<file path="src/rtl/key_pulse_gen.sv">
// Debounced one-shot pulse generator for four active-low push-buttons.
// Define KEY_PULSE_LOCKOUT_EN to allow only one pulse at a time, and to block a pulse while another key is held.
module key_pulse_gen #(
  parameter int DEBOUNCE_CYCLES = 1_000_000
) (
  input  logic       clk,
  input  logic       RESET_N,
  input  logic [3:0] KEY,
  output logic       P0_pulse,
  output logic       P1_pulse,
  output logic       P2_pulse,
  output logic       P3_pulse,
  output logic [3:0] key_held
);
  localparam int NUM_KEYS = 4;

  logic [NUM_KEYS-1:0] qual;
  logic [NUM_KEYS-1:0] grant;
  logic [NUM_KEYS-1:0] pulse_q;

  for (genvar i = 0; i < NUM_KEYS; i++) begin : g_lane
    key_debounce_lane #(
      .DEBOUNCE_CYCLES(DEBOUNCE_CYCLES)
    ) u_lane (
      .clk    (clk),
      .RESET_N(RESET_N),
      .key_n  (KEY[i]),
      .qual   (qual[i]),
      .held   (key_held[i])
    );
  end

`ifdef KEY_PULSE_LOCKOUT_EN
  logic [NUM_KEYS-1:0] elig;

  // A held key blocks every other key's pulse; same-edge ties go 3 > 0 > 1 > 2.
  always_comb begin
    elig  = '0;
    grant = '0;
    for (int k = 0; k < NUM_KEYS; k++)
      elig[k] = qual[k] & ~|(key_held & ~(NUM_KEYS'(1) << k));
    if (elig[3])      grant = 4'b1000;
    else if (elig[0]) grant = 4'b0001;
    else if (elig[1]) grant = 4'b0010;
    else if (elig[2]) grant = 4'b0100;
  end
`else
  assign grant = qual;
`endif

  always_ff @(posedge clk) begin
    if (!RESET_N) pulse_q <= '0;
    else          pulse_q <= grant;
  end

  assign P0_pulse = pulse_q[0];
  assign P1_pulse = pulse_q[1];
  assign P2_pulse = pulse_q[2];
  assign P3_pulse = pulse_q[3];
endmodule

// One key: two-flop synchroniser plus press/release debounce FSM.
module key_debounce_lane #(
  parameter int DEBOUNCE_CYCLES = 1_000_000
) (
  input  logic clk,
  input  logic RESET_N,
  input  logic key_n,
  output logic qual,
  output logic held
);
  localparam int                CNT_W   = $clog2(DEBOUNCE_CYCLES);
  localparam logic [CNT_W-1:0] CNT_MAX = CNT_W'(DEBOUNCE_CYCLES - 1);
  localparam logic [CNT_W-1:0] CNT_ONE = CNT_W'(1);

  typedef enum logic [1:0] {
    IDLE,
    PRESS_WAIT,
    PRESSED,
    RELEASE_WAIT
  } state_t;

  state_t           state_q, state_d;
  logic [CNT_W-1:0] cnt_q, cnt_d;
  logic [1:0]       sync_q;
  logic             s;

  always_ff @(posedge clk) begin
    if (!RESET_N) sync_q <= '0;
    else          sync_q <= {sync_q[0], ~key_n};
  end

  assign s = sync_q[1];

  always_ff @(posedge clk) begin
    if (!RESET_N) begin
      state_q <= IDLE;
      cnt_q   <= '0;
    end else begin
      state_q <= state_d;
      cnt_q   <= cnt_d;
    end
  end

  // cnt counts consecutive samples that disagree with the debounced level.
  always_comb begin
    state_d = state_q;
    cnt_d   = cnt_q;
    case (state_q)
      IDLE: begin
        if (s) begin
          state_d = PRESS_WAIT;
          cnt_d   = CNT_ONE;
        end else begin
          cnt_d = '0;
        end
      end
      PRESS_WAIT: begin
        if (!s) begin
          state_d = IDLE;
          cnt_d   = '0;
        end else if (cnt_q == CNT_MAX) begin
          state_d = PRESSED;
          cnt_d   = '0;
        end else begin
          cnt_d = cnt_q + CNT_ONE;
        end
      end
      PRESSED: begin
        if (!s) begin
          state_d = RELEASE_WAIT;
          cnt_d   = CNT_ONE;
        end
      end
      RELEASE_WAIT: begin
        if (s) begin
          state_d = PRESSED;
          cnt_d   = '0;
        end else if (cnt_q == CNT_MAX) begin
          state_d = IDLE;
          cnt_d   = '0;
        end else begin
          cnt_d = cnt_q + CNT_ONE;
        end
      end
      default: begin
        state_d = IDLE;
        cnt_d   = '0;
      end
    endcase
  end

  always_comb begin
    qual = (state_q == PRESS_WAIT) && s && (cnt_q == CNT_MAX);
    held = (state_q == PRESSED) || (state_q == RELEASE_WAIT);
  end
endmodule

</file>
<file path="config.mk">
export PLATFORM = sky130hd
export DESIGN_NAME = key_pulse_gen
export DESIGN_NICKNAME = d
export VERILOG_FILES = /design/src/rtl/key_pulse_gen.sv
export SDC_FILE = /design/constraint.sdc
export NUM_CORES = 1
export LEC_CHECK = 0
export BUFFER_PORTS_ARGS = -buffer_cell sky130_fd_sc_hd__buf_2
export CORE_MARGIN = 5
export CORE_UTILIZATION = 55
export CTS_CLUSTER_DIAMETER = 80
export DETAILED_ROUTE_END_ITERATION = 10
export GPL_TIMING_DRIVEN = 0
export PLACE_DENSITY = 0.72
export SLEW_MARGIN = 10
export SYNTH_ARGS = -nofsm -noshare
export SYNTH_HDL_FRONTEND = slang
export SYNTH_SLANG_ARGS = --single-unit
</file>
<file path="constraint.sdc">
create_clock -name clk -period 2.9 [get_ports clk]
set_input_delay 0.58 -clock clk [delete_from_list [all_inputs] [get_ports clk]]
set_output_delay 0.58 -clock clk [all_outputs]
set_load 0.1 [all_outputs]
</file>
==> flow_metrics.env <==
export IMPL_maxSlewHeadroom_pct=39.4
export IMPL_worst_setup_path_start_kind="flip-flop"
export IMPL_syn_area_mm2=0.00484
export IMPL_setup_violations=0
export IMPL_h_tree_depth=3
export IMPL_wire_per_inst_um=14.0
export IMPL_r2r_end="g_lane[1].u_lane.cnt_q[10]$_SDFFE_PN0P_"
export IMPL_tns_ns=0
export IMPL_synthToLayoutAreaGrowth_pct=7.93
export IMPL_ys_seq_area_share_pct=41.4
export IMPL_worstPathArrival_ns=2.59
export IMPL_viasPerCell=5.85
export IMPL_slew_violations=0
export IMPL_peakVddDrop_mv=0.260
export IMPL_skew_ns=0.0119
export IMPL_final_common_cell="dfxtp_1"
export IMPL_overflow=0
export IMPL_synthesis_nets=586
export IMPL_final_cell_mix="dfxtp_1, nand2_1, nor2_1"
export IMPL_hold_viol=0
export IMPL_dpl_hpwl_mm=7.09
export IMPL_ys_ff_latch=100
export IMPL_ys_warn_count=0
export IMPL_synth_edf_count=0
export IMPL_p_total_mw=2.27
export IMPL_cp_slowest_stage_delay_ns=0.40
export IMPL_avgSynthCellArea_um2=8.40
export IMPL_path_clk_slew_ns=0.11
export IMPL_ff2ff_path_depth=7
export IMPL_outcome="complete, no violations"
export IMPL_worstSetupPathType="reg -> reg"
export IMPL_crit_path_end="g_lane[1].u_lane.cnt_q[10]$_SDFFE_PN0P_"
export IMPL_crit_slowest_cell="dfxtp_1"
export IMPL_fillers=794
export IMPL_layout_drive_gt1_share_pct=7.60
export IMPL_ios=14
export IMPL_cts_tree="yes"
export IMPL_min_path_type="in -> reg"
export IMPL_cts_path_max_buffers=2
export IMPL_async_flop_share_pct=0
export IMPL_worstPathMaxFanout=10
export IMPL_nNetsFinal=610
export IMPL_dpl_cell_area_mm2=0.00504
export IMPL_drt_iter0_drc=172
export IMPL_diodes=0
export IMPL_cp_cell_sequence="ha_1, nand3_1, nor3_1, a21oi_1, o21ai_0, clkbuf_1, nor2_1"
export IMPL_power_density_mw_per_mm2=435
export IMPL_grt_pass1_wl_mm=17.3
export IMPL_grt_antenna_before_repair=0
export IMPL_grt_max_degree=19
export IMPL_end_kind="flip-flop"
export IMPL_cts_setup_buffers=0
export IMPL_ys_flop_type="dfxtp_1"
export IMPL_clock_fmax_mhz=427
export IMPL_grt_use_total_pct=18.6
export IMPL_via_count=4171
export IMPL_maxCapViolations=0
export IMPL_cts_root_buf="clkbuf_8"
export IMPL_clock_latency_ns=0.37
export IMPL_routabilityCongestion=0.815
export IMPL_io_buffers=13
export IMPL_worst_r2r_setup_slack_ns=0.56
export IMPL_cts_resized=0
export IMPL_dr_pass1_iters=4
export IMPL_worstMarginPinSlew_ns=0.901
export IMPL_finalWirelength_mm=9.96
export IMPL_numCtsBuffers=9
export IMPL_grt_pass1_vias=3899
export IMPL_syn_inst=576
export IMPL_multi_input_area_mm2=0.00264
export IMPL_critPathRequiredTime_ns=3.15
export IMPL_rows=34
export IMPL_die_h_um=104
export IMPL_cts_sinks=100
export IMPL_seqCellArea_mm2=0.00200
export IMPL_min_period_ns=2.34
export IMPL_holdBufCountCts=0
export IMPL_die_w_um=104
export IMPL_synth_cell_types=59
export IMPL_drc=0
export IMPL_r2r_start="g_lane[1].u_lane.cnt_q[0]$_SDFFE_PN0P_"
export IMPL_rsz0062_at_grt="no"
export IMPL_leakagePower_nw=1.66
export IMPL_drtAntennaViolNets=0
export IMPL_start_util_pct=56.1
export IMPL_crit_path_start="g_lane[1].u_lane.cnt_q[0]$_SDFFE_PN0P_"
export IMPL_final_cell_area_mm2=0.00523
export IMPL_die_area_mm2=0.0108
export IMPL_core_area_mm2=0.00864
export IMPL_min_period_over_period_pct=80.7
==> flip-flops by register name (all words and copies together) (netlist names), named ones only <==
name                   count
g_lane.u_lane.state_q      4
g_lane.u_lane.cnt_q       80
g_lane.u_lane.sync_q       8
pulse_q                    4
==> critical path, delay by kind of cell, from the launching register on <==
family / cells / cell delay (ns)
adder cells (fa/ha/maj): 1 / 0.24
AO/OA/AOI/OAI: 2 / 0.58
AND/OR/NAND/NOR: 3 / 0.60
flip-flops: 1 / 0.40
buffers and inverters: 1 / 0.40
==> power by group <==
group          switching (mW)  internal, mW  leakage [nW]
clock                   0.515         0.325        0.0844
sequential            0.00835          1.38         0.807
combinational          0.0267        0.0157         0.770
==> worst min-delay path by stage <==
stage,from,to,slack [ns],cells after the start
5_1_grt,KEY[1],g_lane[1].u_lane.sync_q[0]$_SDFF_PN0_,0.33,2
6_report,KEY[1],g_lane[1].u_lane.sync_q[0]$_SDFF_PN0_,0.34,2
3_5_place_dp,g_lane[0].u_lane.sync_q[0]$_SDFF_PN0_,g_lane[0].u_lane.sync_q[1]$_SDFF_PN0_,0.43,1
2_1_floorplan,g_lane[0].u_lane.sync_q[0]$_SDFF_PN0_,g_lane[0].u_lane.sync_q[1]$_SDFF_PN0_,0.41,1
4_1_cts,KEY[1],g_lane[1].u_lane.sync_q[0]$_SDFF_PN0_,0.33,2
3_3_place_gp,g_lane[0].u_lane.sync_q[0]$_SDFF_PN0_,g_lane[0].u_lane.sync_q[1]$_SDFF_PN0_,0.42,1
==> layer usage <==
layer	vias up	global-route usage [%]	share of wire, %
met1	1963	22.7	46
met4	0	7.12	1.6
met3	18	3.73	3.9
met5	-	0	0
met2	89	32.1	48
li1	2101	-	-
==> metrics by stage <==
step           hold WS (ns)  util, %  worst slack, ns  cells
3_5_place_dp          0.425     58.4            0.562    697
2_1_floorplan         0.412        -            0.790    576
4_1_cts               0.328     60.5            0.544    713
6_report              0.342     60.5            0.559    713
5_1_grt               0.327     60.5            0.256    713
3_3_place_gp          0.420     58.4            0.641    697
==> logic make-up after synthesis <==
family	after synthesis	synth area share, %
and+or+nand+nor	283	31.2
DFF	100	41.4
AOI/OAI and AO/OA	93	12.9
buffers and inverters	45	4.03
xor gates and xnor gates	40	7.24
muxes	11	2.27
adders and majority gates	4	1.03
==> layout make-up <==
class / instances / area share, %
well taps: 108 / 2.59
clock buffers: 9 / 2.37
repair buffers: 13 / 1.25
multi-input cells: 431 / 50.6
inverters: 16 / 1.15
plain buffers: 29 / 2.59
flip-flops and latches: 100 / 38.3
clock inverters: 7 / 1.15
==> synthesized netlist by cell type (4+ instances only) <==
library cell | n | area, µm²
a31oi_1 | 16 | 100
buf_4 | 4 | 30.0
clkbuf_1 | 19 | 71.3
nor3_1 | 19 | 95.1
nand4_1 | 17 | 106
o211ai_1 | 4 | 30.0
ha_1 | 4 | 50.1
or3_1 | 4 | 25.0
xor2_1 | 11 | 96.3
o31ai_1 | 4 | 30.0
o21ai_0 | 15 | 75.1
and2_1 | 14 | 87.6
nand2b_1 | 6 | 37.5
dfxtp_1 | 100 | 2000
nor2_1 | 55 | 206
a22oi_1 | 5 | 37.5
nor3b_1 | 4 | 30.0
a21oi_1 | 22 | 110
nand3b_1 | 5 | 37.5
xnor2_1 | 29 | 254
nand3_1 | 37 | 185
nand2_1 | 57 | 214
nor4_1 | 8 | 50.1
nor2b_1 | 13 | 81.3
inv_1 | 16 | 60.1
and3_1 | 16 | 100
mux2i_1 | 11 | 110
a21boi_0 | 4 | 30.0
Power figures use the tool's default switching activity.
